<file path="src/rtl/if_fetch_unit.sv">
// Instruction-fetch front end: owns the PC, drives a single-outstanding req/ack
// memory port and holds one fetched instruction for the IF/ID register.
module if_fetch_unit #(
  parameter logic [31:0] RESET_PC = 32'h0000_0000,
  parameter logic [31:0] NOP_INST = 32'h0000_0000
) (
  input  logic        clk_i,
  input  logic        rst_i,
  input  logic        stall_i,
  input  logic        hazard_i,
  input  logic        flush_i,
  input  logic [31:0] branch_target_i,
  input  logic        mem_ack_i,
  input  logic [31:0] mem_data_i,
  output logic        mem_req_o,
  output logic [31:0] mem_addr_o,
  output logic [31:0] pc_o,
  output logic [31:0] inst_o,
  output logic        valid_o,
  output logic [31:0] bubble_cnt_o
);

  typedef enum logic {BOOT, RUN} state_t;

  state_t      state, state_nx;
  logic [31:0] pc, pc_nx;
  logic [31:0] buf_pc, buf_pc_nx;
  logic [31:0] buf_inst, buf_inst_nx;
  logic [31:0] redir_target, redir_target_nx;
  logic [31:0] bubble_cnt, bubble_cnt_nx;
  logic        buf_valid, buf_valid_nx;
  logic        redir_pending, redir_pending_nx;
  logic        accept, free, ack;
  logic [31:0] flush_target;

  always_ff @(posedge clk_i) begin
    if (rst_i) begin
      state         <= BOOT;
      pc            <= RESET_PC;
      buf_valid     <= 1'b0;
      buf_pc        <= 32'd0;
      buf_inst      <= 32'd0;
      redir_pending <= 1'b0;
      redir_target  <= 32'd0;
      bubble_cnt    <= 32'd0;
    end else begin
      state         <= state_nx;
      pc            <= pc_nx;
      buf_valid     <= buf_valid_nx;
      buf_pc        <= buf_pc_nx;
      buf_inst      <= buf_inst_nx;
      redir_pending <= redir_pending_nx;
      redir_target  <= redir_target_nx;
      bubble_cnt    <= bubble_cnt_nx;
    end
  end

  always_comb begin
    accept           = !stall_i && !hazard_i;
    free             = !buf_valid || accept;
    mem_req_o        = (state == RUN) && free;
    ack              = mem_req_o && mem_ack_i;
    flush_target     = branch_target_i & ~32'h3;

    state_nx         = RUN;
    pc_nx            = pc;
    buf_valid_nx     = buf_valid;
    buf_pc_nx        = buf_pc;
    buf_inst_nx      = buf_inst;
    redir_pending_nx = redir_pending;
    redir_target_nx  = redir_target;
    bubble_cnt_nx    = bubble_cnt;

    if (flush_i) begin
      buf_valid_nx = 1'b0;
      if (!mem_req_o || ack) begin
        // Nothing in flight: redirect now and drop any same-cycle ack data.
        pc_nx            = flush_target;
        redir_pending_nx = 1'b0;
      end else begin
        // Request in flight must complete at its address; redirect on its ack.
        redir_pending_nx = 1'b1;
        redir_target_nx  = flush_target;
      end
    end else if (ack) begin
      if (redir_pending) begin
        pc_nx            = redir_target;
        redir_pending_nx = 1'b0;
        buf_valid_nx     = 1'b0;
      end else begin
        buf_pc_nx    = pc;
        buf_inst_nx  = mem_data_i;
        buf_valid_nx = 1'b1;
        pc_nx        = pc + 32'd4;
      end
    end else if (accept) begin
      buf_valid_nx = 1'b0;
    end

    if (state == RUN && !buf_valid) begin
      bubble_cnt_nx = bubble_cnt + 32'd1;
    end
  end

  assign mem_addr_o   = pc;
  assign pc_o         = buf_pc;
  assign inst_o       = buf_valid ? buf_inst : NOP_INST;
  assign valid_o      = buf_valid;
  assign bubble_cnt_o = bubble_cnt;

endmodule

</file>
<file path="config.mk">
export PLATFORM = sky130hd
export DESIGN_NAME = if_fetch_unit
export DESIGN_NICKNAME = d
export VERILOG_FILES = /design/src/rtl/if_fetch_unit.sv
export SDC_FILE = /design/constraint.sdc
export NUM_CORES = 1
export LEC_CHECK = 0
export CORE_MARGIN = 1.5
export CORE_UTILIZATION = 40
export CTS_CLUSTER_SIZE = 40
export DETAILED_ROUTE_END_ITERATION = 10
export HOLD_SLACK_MARGIN = 0.03
export PLACE_DENSITY = 0.73
export SYNTH_ARGS = -nofsm -noshare
export SYNTH_HDL_FRONTEND = slang
export SYNTH_SLANG_ARGS = --single-unit
</file>
<file path="constraint.sdc">
create_clock -name clk_i -period 2.3 [get_ports clk_i]
set_clock_uncertainty 0.15 [all_clocks]
set_input_delay 0.23 -clock clk_i [delete_from_list [all_inputs] [get_ports clk_i]]
set_output_delay 0.23 -clock clk_i [all_outputs]
set_load 0.01 [all_outputs]
</file>
======== Yosys cells after proc, flatten, opt, wreduce, memory -nomap -nowiden ========
Index checks and enable logic that the tools add are counted.
storage, ports and cells
  register bits after elaboration ......... 161
  bits of input ports ..................... 70
  output and inout bits ................... 130
  word-level logic and storage cells ...... 42
cells by class
  add/sub/neg operators ................... 2
  equal/unequal tests ..................... 1
  mux-type cells .......................... 12
  bitwise logic cells ..................... 3
  reduce and logical (&&, ||, !) cells .... 16
operators by type and width
  kind                     count
  $mux W32                 5
  $add A32 B1 Y32 const B  1
  $add A32 B3 Y32 const B  1
  $mux W1                  7
  $logic_and A1 B1 Y1      4
  $logic_not A1 Y1         4
  $reduce_and A2 Y1        2
  $reduce_bool A2 Y1       2
  $not A1 Y1               3
  $reduce_and A3 Y1        1
  $logic_or A1 B1 Y1       2
  $ne A2 B1 Y1 const B     1
  $reduce_or A2 Y1         1

======== Logic depth before layout (Yosys ltp) ========
Gate-level depths: netlist (run 1).
  word-level depth ........................ 8
  gate-level depth with buffers ........... 7
  mapped depth without buffers ............ 6

======== Worst setup path after synthesis (run 1) ========
OpenSTA, ideal clock, no wires.
  kind .................................... reg2reg
  from .................................... register pc[2] (netlist: mem_addr_o[2])
  to ...................................... register pc[22] (netlist: mem_addr_o[22])
  library setup time ...................... 0.086 ns
  arrival ................................. 1.892 ns
  data required time ...................... 2.064 ns
  setup slack ............................. 0.172 ns
  stages on the path, launching flop included .. 7
  path buffers ............................ 0
  period minus slack after synthesis ...... 2.128 ns
  cell sequence ........................... dfxtp_1 -> ha_1 -> nand4_1 -> or4_1 -> o31ai_1 -> a21oi_1 -> a211oi_1
on the way
  cells in the longest elaborated chain, start to end .. 4
RTL lines
  what                      RTL line  text
  start: declaration        26        logic [31:0] pc, pc_nx;
  start signal: assignment  48        pc <= pc_nx;
  $add A32 B3 Y32           94        pc_nx = pc + 32'd4;
  $mux W32                  86        if (redir_pending) begin
  $mux W32                  85        end else if (ack) begin
  $mux W32                  74        if (flush_i) begin
No other way between the ends. The select of a mux whose other input is x is not followed.
A chain may end at the register's enable or synchronous reset.

======== Worst setup path after layout (run 1) ========
  from .................................... register pc[3] (netlist: mem_addr_o[3])
  to ...................................... register pc[22] (netlist: mem_addr_o[22])
The elaborated chain is that of the path after synthesis.

==> results of run 1 <==
-- area by class of cell --
type                    count  area (sq um)
repair buffers            255          2480
inverters                  13          48.8
fillers                  1676          7550
clock buffers              17           425
clock inverters            14           163
multi-input cells         709          3800
well taps                 229           287
flip-flops and latches    157          3150
-- registers in the layout, indices dropped and copies added, names as in the netlist --
register / flops
state: 1
mem_addr_o: 30
buf_inst: 32
bubble_cnt_o: 32
valid_o: 1
redir_pending: 1
pc_o: 30
redir_target: 30
-- logic make-up (layout without fill, tap and decap cells) --
logic type	Yosys count	after routing
DFF	157	157
buffers and inverters	88	299
AOI/OAI and AO/OA	224	224
xor gates and xnor gates	32	32
and+or+nand+nor	442	442
adders and majority gates	2	2
muxes	5	5
other	1	4
-- critical path, stage by stage (launching register included) --
cell and delay [ps]:
sky130_fd_sc_hd__dfxtp_2 380, sky130_fd_sc_hd__ha_1 210, sky130_fd_sc_hd__nand4_1 190, sky130_fd_sc_hd__or4_1 600, sky130_fd_sc_hd__o31ai_2 250, sky130_fd_sc_hd__a21oi_1 100, sky130_fd_sc_hd__a211oi_1 220
-- metrics by stage --
stage	utilization	TNS [ps]	hold slack (ps)	std cells
global placement	0.544	-3970	287	1363
CTS	0.577	0	91.3	1394
finish	0.578	0	104	1394
floorplan	-	0	216	954
detailed placement	0.544	-5430	292	1363
global route	0.578	0	115	1394
-- how the worst max path moves through the flow --
stage / depth (start not counted) / startpoint / endpoint / slack (ps)
final: 6 / mem_addr_o[3] / mem_addr_o[22] / 110
after global routing: 6 / mem_addr_o[3] / mem_addr_o[22] / 7
after CTS: 3 / valid_o / inst_o[14] / 8
after detailed placement: 6 / hazard_i / mem_addr_o[26] / -120
after global placement: 8 / flush_i / pc_o[20] / -80
after floorplan: 6 / mem_addr_o[2] / mem_addr_o[22] / 170
-- per-layer routing --
layer	share of wire	up-vias	routed length (um)
met5	0	-	0
met4	0.018	0	408
met3	0.075	35	1720
met2	0.51	239	11500
met1	0.40	3522	9110
li1	-	3659	-
-- cell usage in the layout, fill, tap and decap left out, types with 12 or more instances in the layout --
| cell | n |
|---|---|
| sky130_fd_sc_hd__nand2_1 | 232 |
| sky130_fd_sc_hd__clkdlybuf4s50_1 | 192 |
| sky130_fd_sc_hd__dfxtp_1 | 155 |
| sky130_fd_sc_hd__a21oi_1 | 127 |
| sky130_fd_sc_hd__nor2_1 | 61 |
| sky130_fd_sc_hd__buf_4 | 56 |
| sky130_fd_sc_hd__and2_1 | 34 |
| sky130_fd_sc_hd__o21ai_0 | 29 |
| sky130_fd_sc_hd__nand3_1 | 22 |
| sky130_fd_sc_hd__xnor2_1 | 21 |
| sky130_fd_sc_hd__a211oi_1 | 18 |
| sky130_fd_sc_hd__clkbuf_16 | 17 |
| sky130_fd_sc_hd__nor3_1 | 16 |
| sky130_fd_sc_hd__nand4_1 | 15 |
| sky130_fd_sc_hd__inv_1 | 13 |
| sky130_fd_sc_hd__nor4_1 | 12 |
-- timing repair --
item                                    4_1_cts  5_1_grt
endpoints found under the setup margin        0       34
hold buffers                                  0        0
buffers inserted                              0        0
resized for setup                             0        5
-- power by group through the flow --
stage | sequential, mW | combinational [mW] | clock, mW
2_1_floorplan | 3.00 | 0.442 | 0
3_3_place_gp | 2.97 | 0.974 | 0
3_5_place_dp | 2.98 | 0.983 | 0
4_1_cts | 2.92 | 0.990 | 2.88
5_1_grt | 2.93 | 1.07 | 3.00
6_report | 2.92 | 0.990 | 2.82
==> flow_metrics.env, run 1 <==
export IMPL_post_route_drc_count=0
export IMPL_synthTopCellsByCount="sky130_fd_sc_hd__nand2_1 (233), sky130_fd_sc_hd__dfxtp_1 (157), sky130_fd_sc_hd__a21oi_1 (127)"
export IMPL_synth_enable_flop_cells=0
export IMPL_synth_top_cell_area_share=0.432
export IMPL_startpoint_type="register"
export IMPL_synth_seq_area_share=0.432
export IMPL_die_y_um=138
export IMPL_unrepaired_setup_endpoints_after_global_routing="false"
export IMPL_static_leakage_power_nw=3.64
export IMPL_fp_dieArea_sq_mm=0.0190
export IMPL_drtPass1Iterations=6
export IMPL_grt_busiest_layer="met2"
export IMPL_worst_setup_path_end_kind="register"
export IMPL_share_seq_of_total_power=0.433
export IMPL_antenna_diode_count=0
export IMPL_netSwitchingFraction=0.269
export IMPL_final_layout_size_suffix_gt1_frac=0.0970
export IMPL_worstPathRequired_ps=2490
export IMPL_yosys_warnings=0
export IMPL_port_buffer_count=193
export IMPL_yosys_area_share_simple=0.283
export IMPL_cts_root_buffer_cell="sky130_fd_sc_hd__clkbuf_16"
export IMPL_cts_inserted_buffers=17
export IMPL_achievable_frequency_ghz=0.456
export IMPL_ys_dominant_reg_cell="sky130_fd_sc_hd__dfxtp_1"
export IMPL_area_growth_pct=42.3
export IMPL_placedInstanceArea_sq_mm=0.00975
export IMPL_worst_ep_arrival_time_ps=2380
export IMPL_period_share=0.954
export IMPL_clock_latency_ps=430
export IMPL_post_layout_total_power_mw=6.73
export IMPL_drtIter0Drc=370
export IMPL_route_detailed_vias_per_inst=5.35
export IMPL_rr_worst_depth=6
export IMPL_postSynthRegisterBits=157
export IMPL_dp_worst_setup_slack_ps=-121
export IMPL_final_hold_violation_count=0
export IMPL_rrSetupSlack_ps=110
export IMPL_min_path_type="in -> reg"
export IMPL_synthesis_instances=951
export IMPL_slew_viol_final=0
export IMPL_dp_final_hpwl_um=15900
export IMPL_worst_hold_path_num_cells=2
export IMPL_grt_pass1_vias=6917
export IMPL_mappedNetlistArea_sq_mm=0.00727
export IMPL_classification_of_the_worst_setup_path="reg -> reg"
export IMPL_whs_endpoint="bubble_cnt_o[17]"
export IMPL_htree_num_levels=4
export IMPL_total_switching_power_mw=1.81
export IMPL_yosys_cell_types_count=62
export IMPL_postLayoutSetupSlackWorst_ps=106
export IMPL_yosys_cell_count_top_type="sky130_fd_sc_hd__nand2_1"
export IMPL_globalRouteTotalUtil=0.239
export IMPL_grt_met1_usage=0.269
export IMPL_rd_place_congestion=0.862
export IMPL_combinational_family_with_the_most_area_after_synthesis="simple AND/OR/NAND/NOR gates"
export IMPL_vias=7455
export IMPL_cts_tree="yes"
export IMPL_status="finished clean"
export IMPL_asyncSetResetFlopFracSynth=0
export IMPL_globalRouteMet2Util=0.427
export IMPL_initial_antenna_violation_count=0
export IMPL_num_nets_final=1225
export IMPL_post_detailed_route_count_of_antenna_violating_nets=0
export IMPL_p_int_mw=4.92
export IMPL_clkPwrFrac=0.419
export IMPL_core_sq_mm=0.0179
export IMPL_cellPowerDensity_mw_per_mm2=650
export IMPL_cts_root_to_sink_buffers=2
export IMPL_chipWidth_um=138
export IMPL_ir_drop_mv=0.539
export IMPL_grt_util_met3=0.0732
export IMPL_regToRegStartpoint="mem_addr_o[3]"
export IMPL_grt_pass1_wl_um=35300
export IMPL_timing_final_crit_period_ps=2190
export IMPL_worst_slew_pin_slew_ps=530
export IMPL_initial_core_util=0.406
export IMPL_tritoncts_num_sinks=157
export IMPL_crit_path_max_fanout=6
export IMPL_final_area_sq_mm=0.0103
export IMPL_grt_overflow_total=0
export IMPL_r2r_end="mem_addr_o[22]"
export IMPL_wl_um=22700
export IMPL_yosys_mux_area_fraction=0.00706
export IMPL_setup_viol=0
export IMPL_pwr_share_comb=0.147
export IMPL_worst_hold_startpoint="rst_i"
export IMPL_ys_top_cells_by_area="sky130_fd_sc_hd__dfxtp_1 (43%), sky130_fd_sc_hd__nand2_1 (12%), sky130_fd_sc_hd__a21oi_1 (8.7%)"
export IMPL_grt_max_degree=48
export IMPL_routed_wire_length_per_instance_um=16.3
export IMPL_design_portCount=200
export IMPL_yosysTopAreaCell="sky130_fd_sc_hd__dfxtp_1"
export IMPL_synth_xor_area_share=0.0385
export IMPL_post_synth_fa_ha_maj_area_fraction=0.00344
export IMPL_max_cap_viol_count=0
export IMPL_synth_area_per_cell_sq_um=7.65
export IMPL_placement_rows=49
export IMPL_relSlewSlack=0.647
export IMPL_clock_pin_slew_of_the_registers_on_the_worst_case_setup_and_hold_paths_ps=70
export IMPL_synth_compound_area_frac=0.185
Power figures use the tool's default switching activity.
==> run 2: changes to the inputs <==
--- a/config.mk
+++ b/config.mk
@@ -5,8 +5,10 @@
 export SDC_FILE = /design/constraint.sdc
 export NUM_CORES = 1
 export LEC_CHECK = 0
+export CORE_ASPECT_RATIO = 0.5
 export CORE_MARGIN = 1.5
 export CORE_UTILIZATION = 40
+export CTS_BUF_LIST = sky130_fd_sc_hd__clkbuf_4
 export CTS_CLUSTER_SIZE = 40
 export DETAILED_ROUTE_END_ITERATION = 10
 export HOLD_SLACK_MARGIN = 0.03
==> flow_metrics.env, run 2 (synthesized netlist as in run 1, its figures left out) <==
export IMPL_crit_path_max_fanout=32
export IMPL_worst_hold_startpoint="mem_data_i[25]"
export IMPL_core_sq_mm=0.0176
export IMPL_die_y_um=98.3
export IMPL_initial_antenna_violation_count=0
export IMPL_setup_viol=0
export IMPL_grt_pass1_wl_um=35900
export IMPL_drtIter0Drc=564
export IMPL_r2r_end="mem_addr_o[26]"
export IMPL_num_nets_final=1233
export IMPL_area_used_by_multi_input_combinational_logic_sq_mm=0.00380
export IMPL_dp_worst_setup_slack_ps=-162
export IMPL_cts_root_buffer_cell="sky130_fd_sc_hd__clkbuf_4"
export IMPL_wl_um=22500
export IMPL_fin_util=0.580
export IMPL_register_area_sq_mm=0.00315
export IMPL_area_growth_pct=40.0
export IMPL_worstPathCellList="nor2b_2, o32ai_4, buf_4, buf_12, nand2_1, mux2i_1, a2111oi_0"
export IMPL_timing_final_crit_period_ps=2210
export IMPL_worst_setup_path_end_kind="register"
export IMPL_htree_num_levels=4
export IMPL_unrepaired_setup_endpoints_after_global_routing="false"
export IMPL_vias=7586
export IMPL_final_layout_size_suffix_gt1_frac=0.0998
export IMPL_cts_inserted_buffers=17
export IMPL_number_of_filler_instances_in_the_final_layout=1585
export IMPL_postLayoutSetupSlackWorst_ps=90.5
export IMPL_cts_root_to_sink_buffers=2
export IMPL_status="finished with violations"
export IMPL_placedInstanceArea_sq_mm=0.00980
export IMPL_chipWidth_um=194
export IMPL_layout_commonest_cell="sky130_fd_sc_hd__nand2_1"
export IMPL_design_portCount=200
export IMPL_clock_pin_slew_of_the_registers_on_the_worst_case_setup_and_hold_paths_ps=140
export IMPL_static_leakage_power_nw=3.59
export IMPL_whs_endpoint="buf_inst[25]"
export IMPL_worst_slew_pin_slew_ps=566
export IMPL_final_area_sq_mm=0.0102
export IMPL_max_cap_viol_count=0
export IMPL_cts_tree="yes"
export IMPL_drtPass1Iterations=9
export IMPL_post_detailed_route_count_of_antenna_violating_nets=0
export IMPL_regToRegStartpoint="state"
export IMPL_rr_worst_depth=7
export IMPL_grt_overflow_total=0
export IMPL_cellPowerDensity_mw_per_mm2=576
export IMPL_violations="design-rule violations"
export IMPL_grt_pass1_vias=7248
export IMPL_route_detailed_vias_per_inst=5.40
export IMPL_worst_hold_path_num_cells=3
export IMPL_worst_ep_arrival_time_ps=2470
export IMPL_grt_max_degree=54
export IMPL_post_route_drc_count=10
export IMPL_port_buffer_count=193
export IMPL_fp_dieArea_sq_mm=0.0190
export IMPL_globalRouteTotalUtil=0.234
export IMPL_ir_drop_mv=0.391
export IMPL_tritoncts_num_sinks=157
export IMPL_slew_viol_final=0
export IMPL_worstPathRequired_ps=2560
export IMPL_timing_critical_path_slowest_stage_cell="sky130_fd_sc_hd__dfxtp_1"
export IMPL_clock_latency_ps=550
export IMPL_startpoint_type="register"
export IMPL_initial_core_util=0.414
export IMPL_rd_place_congestion=0.917
export IMPL_classification_of_the_worst_setup_path="reg -> reg"
export IMPL_placement_rows=34
export IMPL_final_cell_mix="sky130_fd_sc_hd__nand2_1 (232), sky130_fd_sc_hd__clkdlybuf4s50_1 (190), sky130_fd_sc_hd__dfxtp_1 (156), sky130_fd_sc_hd__a21oi_1 (127), sky130_fd_sc_hd__nor2_1 (61)"
export IMPL_achievable_frequency_ghz=0.453
export IMPL_routed_wire_length_per_instance_um=16.0
export IMPL_final_hold_violation_count=0
export IMPL_min_path_type="in -> reg"
export IMPL_relSlewSlack=0.622
export IMPL_dp_final_hpwl_um=16100
export IMPL_period_share=0.961
export IMPL_critical_path_max_stage_delay_ps=510
export IMPL_rrSetupSlack_ps=90
export IMPL_antenna_diode_count=0
==> run 2: cell types whose count changed in the layout (fill, tap and decap cells not counted), sizes merged <==
cell,delta
clkinvlp,+3
clkdlybuf4s50,-2
clkinv,-3
bufinv,+3
inv,-4
buf,+6
dlymetal6s2s,+1
dlygate4sd3,+2
dlygate4sd2,+1
==> run 2: area by class of cell <==
class | count | share of cell area
tap | 234 | 0.0288
multi-input combinational | 709 | 0.373
clock buffer | 17 | 0.0125
inverter | 13 | 0.00479
sequential | 157 | 0.309
timing repair buffer | 263 | 0.252
clock inverter | 13 | 0.0195
==> run 2: how the worst max path moves through the flow <==
stage                   from        endpoint  slack [ps]
2_1_floorplan  mem_addr_o[2]  mem_addr_o[22]         170
3_3_place_gp        hazard_i  mem_addr_o[26]        -140
3_5_place_dp        hazard_i  mem_addr_o[26]        -160
4_1_cts                state  mem_addr_o[26]          20
5_1_grt              valid_o       inst_o[6]           9
6_report               state  mem_addr_o[26]          90
==> run 2: layer usage <==
layer  up-vias  track usage  wire (um)
met1      3594        0.282       9390
met5         -            0          0
met3        57       0.0435       1310
li1       3668            -          -
met2       267        0.417      11200
met4         0       0.0890        556
==> run 2: worst max-delay path: cells and delay by family (launching register included) <==
| kind | cells | cell delay (ps) |
|---|---|---|
| AOI/OAI and AO/OA | 2 | 530 |
| DFF | 1 | 510 |
| and+or+nand+nor | 2 | 420 |
| buffers and inverters | 2 | 390 |
| muxes | 1 | 60 |
==> run 2: power by group <==
group          switching [mW]  total [mW]  internal (mW)  leakage (nW)
Combinational           0.527        1.02          0.488          2.15
Sequential             0.0788        2.91           2.83          1.28
Clock                   0.987        1.94          0.949         0.163
==> run 2: what timing repair did <==
| action | in CTS | in global routing |
|---|---|---|
| hold buffers | 1 | 1 |
| resized for setup | 5 | 4 |
| cloned | 0 | 0 |
| setup endpoints to repair | 29 | 25 |
| endpoints found under the hold margin | 28 | 1 |
| setup buffers | 0 | 1 |
| pin swaps | 0 | 1 |
==> run 2: metrics by stage <==
step | power, mW | hold WS (ps) | setup TNS, ps | instances
floorplan | 3.44 | 216 | 0 | 954
global placement | 3.95 | 287 | -144 | 1373
detailed placement | 3.97 | 292 | -397 | 1373
CTS | 5.90 | 30.1 | 0 | 1404
global route | 6.12 | 32.4 | 0 | 1406
finish | 5.86 | 67.7 | 0 | 1406
